--- config.mk ---
export PLATFORM = sky130hd
export DESIGN_NAME = fetch_prefetch_unit
export DESIGN_NICKNAME = d
export VERILOG_FILES = /design/src/rtl/riscv_pkg.sv /design/src/rtl/fetch_queue.sv /design/src/rtl/fetch_prefetch_unit.sv
export SDC_FILE = /design/constraint.sdc
export NUM_CORES = 1
export LEC_CHECK = 0
export ABC_AREA = 1
export CORE_AREA = 3 3 235 237
export DETAILED_ROUTE_END_ITERATION = 12
export DIE_AREA = 0 0 238 240
export GPL_TIMING_DRIVEN = 0
export HOLD_SLACK_MARGIN = 0.03
export SLEW_MARGIN = 10
export SYNTH_ARGS = -nofsm -noshare
export SYNTH_HDL_FRONTEND = slang
export SYNTH_SLANG_ARGS = --single-unit
--- constraint.sdc ---
create_clock -name clk -period 8 [get_ports clk]
set_input_delay 1.6 -clock clk [delete_from_list [all_inputs] [get_ports clk]]
set_output_delay 1.6 -clock clk [all_outputs]
set_load 0.02 [all_outputs]
--- src/rtl/riscv_pkg.sv ---
// Shared fetch-side types and constants for the RV32 front end.
// No logic; types only.
// Not applicable (no handshake).
package riscv_pkg;

  localparam int XLEN = 32;

  // Canonical NOP (addi x0, x0, 0)
  localparam logic [XLEN-1:0] INST_NOP = 32'h0000_0013;

  // Fetch PC after reset unless the top overrides it
  localparam logic [XLEN-1:0] DEFAULT_RESET_PC = 32'h0000_0000;

  // One queued instruction together with the PC it was fetched from
  typedef struct packed {
    logic [XLEN-1:0] pc;
    logic [XLEN-1:0] inst;
  } pc_inst_t;

endpackage

--- src/rtl/fetch_queue.sv ---
// Synchronous FIFO of pc_inst_t entries between the IMEM response path and execute.
// Latency: a push becomes visible at head one cycle later (registered storage, no bypass).
// Backpressure: none internally; the caller's credit scheme keeps push off a full queue.
module fetch_queue
  import riscv_pkg::*;
#(
  parameter int DEPTH = 4,
  parameter int CNT_W = $clog2(DEPTH) + 1
) (
  input  logic             clk,
  input  logic             rst,
  input  logic             push,
  input  pc_inst_t         push_data,
  input  logic             pop,
  input  logic             flush,
  output logic [CNT_W-1:0] count,
  output pc_inst_t         head
);

  localparam int PTR_W = $clog2(DEPTH);

  pc_inst_t         mem [DEPTH];
  logic [PTR_W-1:0] wr_ptr;
  logic [PTR_W-1:0] rd_ptr;
  logic             do_push;
  logic             do_pop;

  // Flush wins over both push and pop; a pop on an empty queue is ignored.
  assign do_push = push && !flush;
  assign do_pop  = pop && !flush && (count != '0);

  assign head = mem[rd_ptr];

  // Pointer and occupancy bookkeeping; pointers wrap naturally (DEPTH is a power of 2).
  always_ff @(posedge clk) begin
    if (rst || flush) begin
      wr_ptr <= '0;
      rd_ptr <= '0;
      count  <= '0;
    end else begin
      if (do_push) wr_ptr <= wr_ptr + PTR_W'(1);
      if (do_pop)  rd_ptr <= rd_ptr + PTR_W'(1);
      count <= count + CNT_W'(do_push) - CNT_W'(do_pop);
    end
  end

  // Entry storage; cleared on reset so the head reads as zero out of reset.
  always_ff @(posedge clk) begin
    if (rst) begin
      for (int i = 0; i < DEPTH; i++) mem[i] <= '0;
    end else if (do_push) begin
      mem[wr_ptr] <= push_data;
    end
  end

  // A push into a full queue without a simultaneous pop would lose data.
  assert property (@(posedge clk) disable iff (rst)
    !(do_push && !do_pop && (count == CNT_W'(DEPTH))))
    else $error("fetch_queue: push while full");

endmodule

--- src/rtl/fetch_prefetch_unit.sv ---
// Fetch front end: owns the fetch PC, issues credit-limited IMEM requests, queues responses for execute.
// Latency: request fire at t, response at t+k, out_valid at t+k+1.
// Backpressure: requests stall while inflight + queued reaches DEPTH; redirect suppresses issue for that cycle.
module fetch_prefetch_unit
  import riscv_pkg::*;
#(
  parameter logic [31:0] RESET_PC = DEFAULT_RESET_PC,
  parameter int          DEPTH    = 4,
  parameter int          CNT_W    = $clog2(DEPTH) + 1
) (
  input  logic        clk,
  input  logic        rst,
  input  logic        redirect_valid,
  input  logic [31:0] redirect_pc,
  output logic        imem_req_valid,
  input  logic        imem_req_ready,
  output logic [31:0] imem_req_addr,
  input  logic        imem_rsp_valid,
  input  logic [31:0] imem_rsp_data,
  output logic        out_valid,
  input  logic        out_ready,
  output logic [31:0] out_pc,
  output logic [31:0] out_inst
);

  logic [31:0]      fetch_pc;
  logic [31:0]      rsp_pc;
  logic [CNT_W-1:0] inflight;
  logic [CNT_W-1:0] discard;
  logic [CNT_W-1:0] occupancy;
  logic [CNT_W:0]   credit_sum;
  logic [31:0]      redirect_target;
  logic             req_fire;
  logic             rsp_push;
  logic             pop;
  pc_inst_t         push_data;
  pc_inst_t         head;
  logic             unused_redirect_lsbs;

  assign redirect_target      = {redirect_pc[31:2], 2'b00};
  assign unused_redirect_lsbs = ^redirect_pc[1:0];

  // Every accepted request is pre-allocated a queue slot, so responses can always be pushed.
  assign credit_sum     = {1'b0, inflight} + {1'b0, occupancy};
  assign imem_req_valid = !rst && !redirect_valid && (credit_sum < (CNT_W+1)'(DEPTH));
  assign imem_req_addr  = fetch_pc;
  assign req_fire       = imem_req_valid && imem_req_ready;

  // A response is kept only when it is not owed to an older redirect and no redirect is happening now.
  assign rsp_push  = imem_rsp_valid && !redirect_valid && (discard == '0);
  assign push_data = '{pc: rsp_pc, inst: imem_rsp_data};
  assign pop       = out_valid && out_ready;

  assign out_valid = (occupancy != '0);
  assign out_pc    = head.pc;
  assign out_inst  = head.inst;

  fetch_queue #(
    .DEPTH (DEPTH),
    .CNT_W (CNT_W)
  ) u_queue (
    .clk       (clk),
    .rst       (rst),
    .push      (rsp_push),
    .push_data (push_data),
    .pop       (pop),
    .flush     (redirect_valid),
    .count     (occupancy),
    .head      (head)
  );

  // Request PC advances per accepted request; response tag PC advances per kept response.
  always_ff @(posedge clk) begin
    if (rst) begin
      fetch_pc <= RESET_PC;
      rsp_pc   <= RESET_PC;
    end else if (redirect_valid) begin
      fetch_pc <= redirect_target;
      rsp_pc   <= redirect_target;
    end else begin
      if (req_fire) fetch_pc <= fetch_pc + 32'd4;
      if (rsp_push) rsp_pc   <= rsp_pc + 32'd4;
    end
  end

  // inflight counts every outstanding response, including those already marked for discard,
  // so on a redirect every response still outstanding becomes stale.
  always_ff @(posedge clk) begin
    if (rst) begin
      inflight <= '0;
      discard  <= '0;
    end else if (redirect_valid) begin
      inflight <= inflight - CNT_W'(imem_rsp_valid);
      discard  <= inflight - CNT_W'(imem_rsp_valid);
    end else begin
      inflight <= inflight + CNT_W'(req_fire) - CNT_W'(imem_rsp_valid);
      if (imem_rsp_valid && (discard != '0)) discard <= discard - CNT_W'(1);
    end
  end

  assert property (@(posedge clk) disable iff (rst) credit_sum <= (CNT_W+1)'(DEPTH))
    else $error("fetch_prefetch_unit: inflight + occupancy exceeds DEPTH");

  assert property (@(posedge clk) disable iff (rst) discard <= CNT_W'(DEPTH))
    else $error("fetch_prefetch_unit: discard exceeds DEPTH");

endmodule
==> impl_metrics.py, run 1 <==
metrics = {
    "run_status": {
        "status": "complete, no violations",
    },
    "setup_path": {
        "regToRegEndpoint": "u_queue.mem[0][61]$_SDFFCE_PN0P_",
        "reg2reg_from": "discard[0]$_SDFFE_PP0P_",
        "worst_setup_path_end_kind": "output port",
        "ff2ff_path_depth": 10,
        "critPathArrivalTime_ps": 3390,
        "crit_path_start_kind": "input port",
        "rrSetupSlack_ps": 4880,
        "crit_type": "input port to output port",
        "path_max_fanout": 10,
        "cp.required_ps": 6400,
    },
    "timing": {
        "setup_viol": 0,
        "period_share_pct": 62.4,
        "finalSetupTns_ps": 0,
        "skew_ps": 16.1,
        "worstMarginPinSlew_ps": 1030,
        "slew_violations": 0,
        "period_minus_slack_ps": 4990,
        "hold_viol_final": 0,
        "fmaxAchievable_mhz": 200,
        "slew_headroom_pct": 31.3,
        "rsz0062_at_grt": "false",
    },
    "clocking": {
        "cts_setup_buffers": 0,
        "cts_inserted_buffers": 37,
        "cts_tree": "yes",
        "root_buffer": "clkbuf_16",
        "clock_latency_ps": 540,
        "clkSlewWorstSetupHoldPaths_ps": 50,
        "h-tree-depth": 2,
        "cts_sinks": 323,
        "cts_repair_resize_count": 0,
        "clk_path_buf_depth": 3,
        "ctsHoldBuffers": 0,
    },
    "global_routing": {
        "grt_pass1_wl_um": 75100,
        "grt_max_degree": 42,
        "track_usage_pct": 16.9,
        "grt_pass1_vias": 13000,
        "antenna_found_initial": 0,
        "overflow": 0,
    },
    "routing": {
        "wl_per_cell_um": 18.3,
        "drtAntennaViolNets": 0,
        "wl_met3_um": 3840,
        "routed_wl_um": 49900,
        "wirelength_met1_um": 21900,
        "dr_total_vias": 13400,
        "drtIter0Drc": 1295,
        "routed.top_layer": "met4",
        "drc_errors": 0,
        "dr_wl_met2_um": 22900,
        "drt_first_pass_iters": 6,
        "viasPerCell": 4.90,
    },
    "pwr": {
        "ir_drop_mv": 0.158,
        "power_uw": 4030,
        "powerDensity_mw_per_mm2": 204,
        "power.leakage_uw": 0.00733,
    },
    "floorplan": {
        "io_pins": 168,
        "die_h_um": 240,
        "dieWidth_um": 238,
        "num_rows": 85,
        "initial_core_util_pct": 29.7,
        "die_area_mm2": 0.0571,
        "core_mm2": 0.0535,
    },
    "logic_synthesis": {
        "ys_seq_area_share_pct": 56.4,
        "syn_avg_cell_area_um2": 8.86,
        "syn_inst": 1792,
        "ys_types": 41,
        "netlist_area_mm2": 0.0159,
        "synth_warnings": 0,
        "synth_seq_cells": 323,
    },
    "worst_hold_path": {
        "min_from": "u_queue.rd_ptr[1]$_SDFFE_PP0P_",
        "hold_depth": 2,
        "min_to": "u_queue.rd_ptr[1]$_SDFFE_PP0P_",
        "hold_class": "flop to flop",
    },
    "placement": {
        "gp_congestion": 0.941,
        "dpl-instance-area_mm2": 0.0186,
        "portBuffers": 160,
        "dp_hpwl_um": 34800,
    },
    "finish": {
        "diodes": 0,
        "finish.instance_area_mm2": 0.0197,
        "drive_above_1_share_pct": 8.31,
        "final_core_util_pct": 36.9,
        "nets": 2088,
        "fillers": 5408,
        "area.growth.synth_to_final_pct": 24.4,
    },
    "run": {
        "drv_cap": 0,
    },
}
==> cell usage in the layout, fill, tap and decap left out, drive strengths merged, types with 12 or more instances in the layout <==
cell type | Yosys | layout
a21oi | 48 | 48
clkdlybuf4s50 | 0 | 160
dfxtp | 75 | 75
nor3 | 17 | 17
edfxtp | 248 | 248
nor2 | 482 | 482
buf | 21 | 31
o22ai | 64 | 64
nand2 | 246 | 246
inv | 211 | 212
clkinv | 1 | 15
nand3 | 70 | 70
clkbuf | 68 | 119
o21ai | 175 | 175
ha | 12 | 12
==> cells by family (layout without fill, tap and decap cells) <==
| group | Yosys count | count (layout) | synth area share [%] |
|---|---|---|---|
| DFF | 323 | 323 | 56.4 |
| other | 1 | 4 | 0.0236 |
| buffers and inverters | 301 | 539 | 7.69 |
| and+or+nand+nor | 834 | 834 | 23.6 |
| AOI/OAI and AO/OA | 307 | 307 | 10.4 |
| xor gates and xnor gates | 12 | 12 | 0.662 |
| adders and majority gates | 14 | 14 | 1.20 |
==> cell usage after synthesis (all sizes together) <==
library cell	instances	share of area (%)
nand4	10	0.39
o21ai	175	5.5
conb	1	0.024
nor3	17	0.76
or2	1	0.039
edfxtp	248	47
inv	211	5.0
a31oi	11	0.43
o31ai	3	0.14
nor2	482	14
o22ai	64	2.5
clkinv	1	0.032
o21a	1	0.047
xnor2	2	0.11
nor3b	1	0.047
dfxtp	75	9.5
a21oi	48	1.5
nand3	70	2.2
and2	1	0.039
ha	12	0.95
nand2	246	5.9
nand3b	4	0.19
o21bai	2	0.095
fa	2	0.25
o211ai	3	0.17
xor2	10	0.55
clkbuf	68	1.6
buf	21	1.1
and3	2	0.079
==> registers in the layout (all words and copies together), names as in the netlist, named ones only <==
register,flops
imem_req_addr,30
rsp_pc,30
u_queue.mem,248
u_queue.count,3
u_queue.rd_ptr,2
inflight,3
discard,3
u_queue.wr_ptr,2
==> how the worst max path moves through the flow <==
stage	depth (start not counted)	startpoint	endpoint
4_1_cts	5	rst	imem_req_valid
3_5_place_dp	5	rst	imem_req_valid
3_3_place_gp	5	imem_rsp_valid	u_queue.mem[3][24]$_DFFE_PP_
5_1_grt	5	rst	imem_req_valid
2_1_floorplan	4	imem_rsp_valid	u_queue.mem[3][0]$_DFFE_PP_
6_report	5	rst	imem_req_valid
==> cell type report <==
class	count	area [µm²]	area share (%)
plain buffers	89	424	2.15
clock buffers	51	1000	5.06
clock inverters	17	131	0.665
inverters	212	797	4.04
multi-input cells	1171	5750	29.1
flip-flops and latches	323	8950	45.3
well taps	696	871	4.41
repair buffers	170	1820	9.20
==> worst max-delay path, stage by stage <==
cell             delay, ps
clkdlybuf4s50_1        540
nor2_8                 290
nand2_2                100
nor2_4                 200
clkdlybuf4s50_1        650
==> where the power goes <==
| group | internal, µW | total (µW) | leakage (µW) | switching (µW) |
|---|---|---|---|---|
| clock network | 915 | 1610 | 0.000551 | 700 |
| logic | 171 | 478 | 0.00359 | 307 |
| registers | 1890 | 1940 | 0.00318 | 48.4 |
| total | 2980 | 4030 | 0.00733 | 1050 |
==> routing by layer <==
metal	global-route usage, %	vias up
li1	-	6345
met2	27.6	555
met3	3.37	78
met5	0	-
met1	23.0	6395
met4	4.73	0
==> stage by stage <==
step	cells	hold WS, ps	setup slack (ps)
4_1_cts	2729	475	3000
5_1_grt	2729	516	2940
6_report	2729	472	3010
3_3_place_gp	2651	456	-4350
2_1_floorplan	1795	437	788
3_5_place_dp	2661	464	3010
Note: power is estimated with default switching activity, not from simulation.
==> inputs of run 2 (changes only) <==
==> constraint.sdc (replaced) <==
create_clock -name clk -period 4.18 [get_ports clk]
set_input_delay 0.836 -clock clk [delete_from_list [all_inputs] [get_ports clk]]
set_output_delay 0.836 -clock clk [all_outputs]
set_load 0.02 [all_outputs]
==> run 2 against run 1 <==
Net effect:
- critical path depth stayed put
- sequential share of layout area is 0.27 points lower
- sequential power rose by 91%
- core utilization grew 0.22 points
- worst hold slack better by 26 ps
- clock-buffer cell count down 3
- largest power group unchanged
- cell count barely moved
- global-route usage rose by 0.46 points
- clock skew up 8.3 ps
- via count rose by 0.16%
- highest routed layer is now met5
==> impl_metrics.py, run 2 (synthesis results as in run 1) <==
metrics = {
    "timing": {
        "setup_viol": 0,
        "period_minus_slack_ps": 4050,
        "fin_ws_ps": 127,
        "period_share_pct": 97.0,
        "slew_headroom_pct": 34.8,
        "slew_violations": 0,
        "worstMarginPinSlew_ps": 978,
        "rsz0062_at_grt": "false",
        "skew_ps": 24.4,
        "hold_viol_final": 0,
        "fmaxAchievable_mhz": 247,
    },
    "floorplan": {
        "dieWidth_um": 238,
        "initial_core_util_pct": 29.7,
        "num_rows": 85,
        "core_mm2": 0.0535,
        "die_area_mm2": 0.0571,
        "die_h_um": 240,
        "io_pins": 168,
    },
    "pwr": {
        "power.leakage_uw": 0.00739,
        "combPwrFrac_pct": 11.5,
        "ir_drop_mv": 0.283,
        "p_int_uw": 5960,
        "clockPowerShare_pct": 42.2,
        "power_uw": 8010,
        "p_sw_uw": 2060,
        "powerDensity_mw_per_mm2": 403,
        "pwr-share-seq_pct": 46.3,
        "switching_share_pct": 25.7,
    },
    "clocking": {
        "h-tree-depth": 2,
        "cts_inserted_buffers": 37,
        "clock_latency_ps": 550,
        "clkSlewWorstSetupHoldPaths_ps": 60,
        "cts_sinks": 323,
        "clk_path_buf_depth": 3,
        "cts_tree": "yes",
        "root_buffer": "clkbuf_16",
        "ctsHoldBuffers": 0,
    },
    "global_routing": {
        "track_usage_pct": 17.4,
        "grt_max_degree": 47,
        "antenna_found_initial": 1,
        "overflow": 0,
        "grt_pass1_vias": 13100,
        "grt_pass1_wl_um": 76700,
    },
    "finish": {
        "diodes": 0,
        "drive_above_1_share_pct": 8.61,
        "nets": 2088,
        "fin_cells": 2728,
        "top_register": "u_queue.mem",
        "final_common_cell": "nor2_1",
        "final_core_util_pct": 37.1,
        "layout_common_cells": "422 x nor2_1, 248 x edfxtp_1, 240 x nand2_1",
        "largest_register_ff_count": 248,
        "area.growth.synth_to_final_pct": 25.1,
    },
    "setup_path": {
        "crit_path_max_incr_delay_ps": 680,
        "crit_path_start_kind": "flop",
        "reg2reg_from": "discard[0]$_SDFFE_PP0P_",
        "regToRegEndpoint": "u_queue.mem[3][39]$_DFFE_PP_",
        "crit_type": "flop to output port",
        "cp.required_ps": 3340,
        "path_max_fanout": 10,
        "worst_path_max_delay_cell": "clkdlybuf4s50_1",
        "worst_setup_path_end_kind": "output port",
        "critPathArrivalTime_ps": 3220,
        "cpMostUsedCell": "clkbuf_1",
        "ff2ff_path_depth": 8,
        "rrSetupSlack_ps": 1030,
        "worstPathCellList": "clkbuf_1, clkbuf_1, o21ai_0, o22ai_1, clkdlybuf4s50_1",
    },
    "routing": {
        "drt_first_pass_iters": 7,
        "drtIter0Drc": 1189,
        "wl_per_cell_um": 18.6,
        "drtAntennaViolNets": 0,
        "viasPerCell": 4.91,
        "routed_wl_um": 50800,
        "drc_errors": 0,
        "dr_total_vias": 13400,
    },
    "worst_hold_path": {
        "min_to": "discard[2]$_SDFFE_PP0P_",
        "min_from": "discard[2]$_SDFFE_PP0P_",
        "hold_class": "flop to flop",
        "hold_depth": 2,
    },
    "placement": {
        "place_inst": 2661,
        "portBuffers": 160,
        "dp_hpwl_um": 35400,
        "gp_congestion": 0.928,
        "dp_slack_ps": 81.3,
    },
    "run": {
        "drv_cap": 0,
    },
    "run_status": {
        "status": "complete, no violations",
    },
}
==> run 2: cell count changes in the layout (fill, tap and decap cells not counted), moves of 2 or more <==
cell | before | now
clkbuf_1 | 81 | 75
clkinv_2 | 8 | 5
clkbuf_2 | 0 | 2
bufinv_16 | 1 | 5
==> run 2: power groups by stage <==
stage               sequential [µW]  clock [µW]  combinational, µW
CTS                            3710        3430                926
global placement               3780           0                879
detailed placement             3770           0                921
floorplan                      3770           0                475
finish                         3710        3380                919
global route                   3730        3550                998
==> run 2: worst max path at each step <==
stage,start,end,slack [ps],cells past startpoint
3_5_place_dp,imem_rsp_valid,u_queue.mem[3][3]$_DFFE_PP_,80,7
6_report,flop,out_pc[8],130,5
3_3_place_gp,rst,u_queue.mem[0][6]$_SDFFCE_PN0P_,-1770,7
2_1_floorplan,redirect_valid,u_queue.mem[0][0]$_SDFFCE_PN0P_,720,7
5_1_grt,flop,out_inst[28],0.7,7
4_1_cts,flop,out_pc[8],30,7
==> run 2: cell type report <==
| type | count | area (µm²) |
|---|---|---|
| buffer | 89 | 427 |
| inverter | 212 | 797 |
| clock buffer | 48 | 998 |
| multi-input combinational | 1171 | 5750 |
| tap | 696 | 871 |
| timing repair buffer | 170 | 1820 |
| fill | 5372 | 33600 |
| clock inverter | 19 | 245 |
| sequential | 323 | 8950 |
==> run 2: what timing repair did <==
action | in CTS | in global routing
endpoints found under the setup margin | 5 | 2
gates resized for setup | 2 | 2
buffers inserted | 0 | 0
==> run 2: per-layer routing <==
metal / global-route usage (%) / routed length (µm) / up-vias / share of wire [%]
met2: 28.2 / 23200 / 554 / 46
li1: - / - / 6345 / -
met4: 5.06 / 1310 / 2 / 2.6
met3: 3.10 / 4090 / 87 / 8.1
met1: 24.0 / 22200 / 6406 / 44
met5: 0 / 13 / - / 0.026
==> run 2: metrics by stage <==
| stage | hold slack (ps) | area [µm²] | setup TNS (ps) |
|---|---|---|---|
| floorplan | 437 | 15900 | 0 |
| global placement | 454 | 18400 | -402950 |
| detailed placement | 485 | 18600 | 0 |
| CTS | 497 | 19900 | 0 |
| global route | 526 | 19900 | 0 |
| finish | 498 | 19900 | 0 |
==> run 2: worst max-delay path, delay by kind of cell, from the launching register on <==
family / cells / cell delay (ps)
flip-flops: 1 / 300
buffers and inverters: 3 / 1820
AO/OA/AOI/OAI: 2 / 550
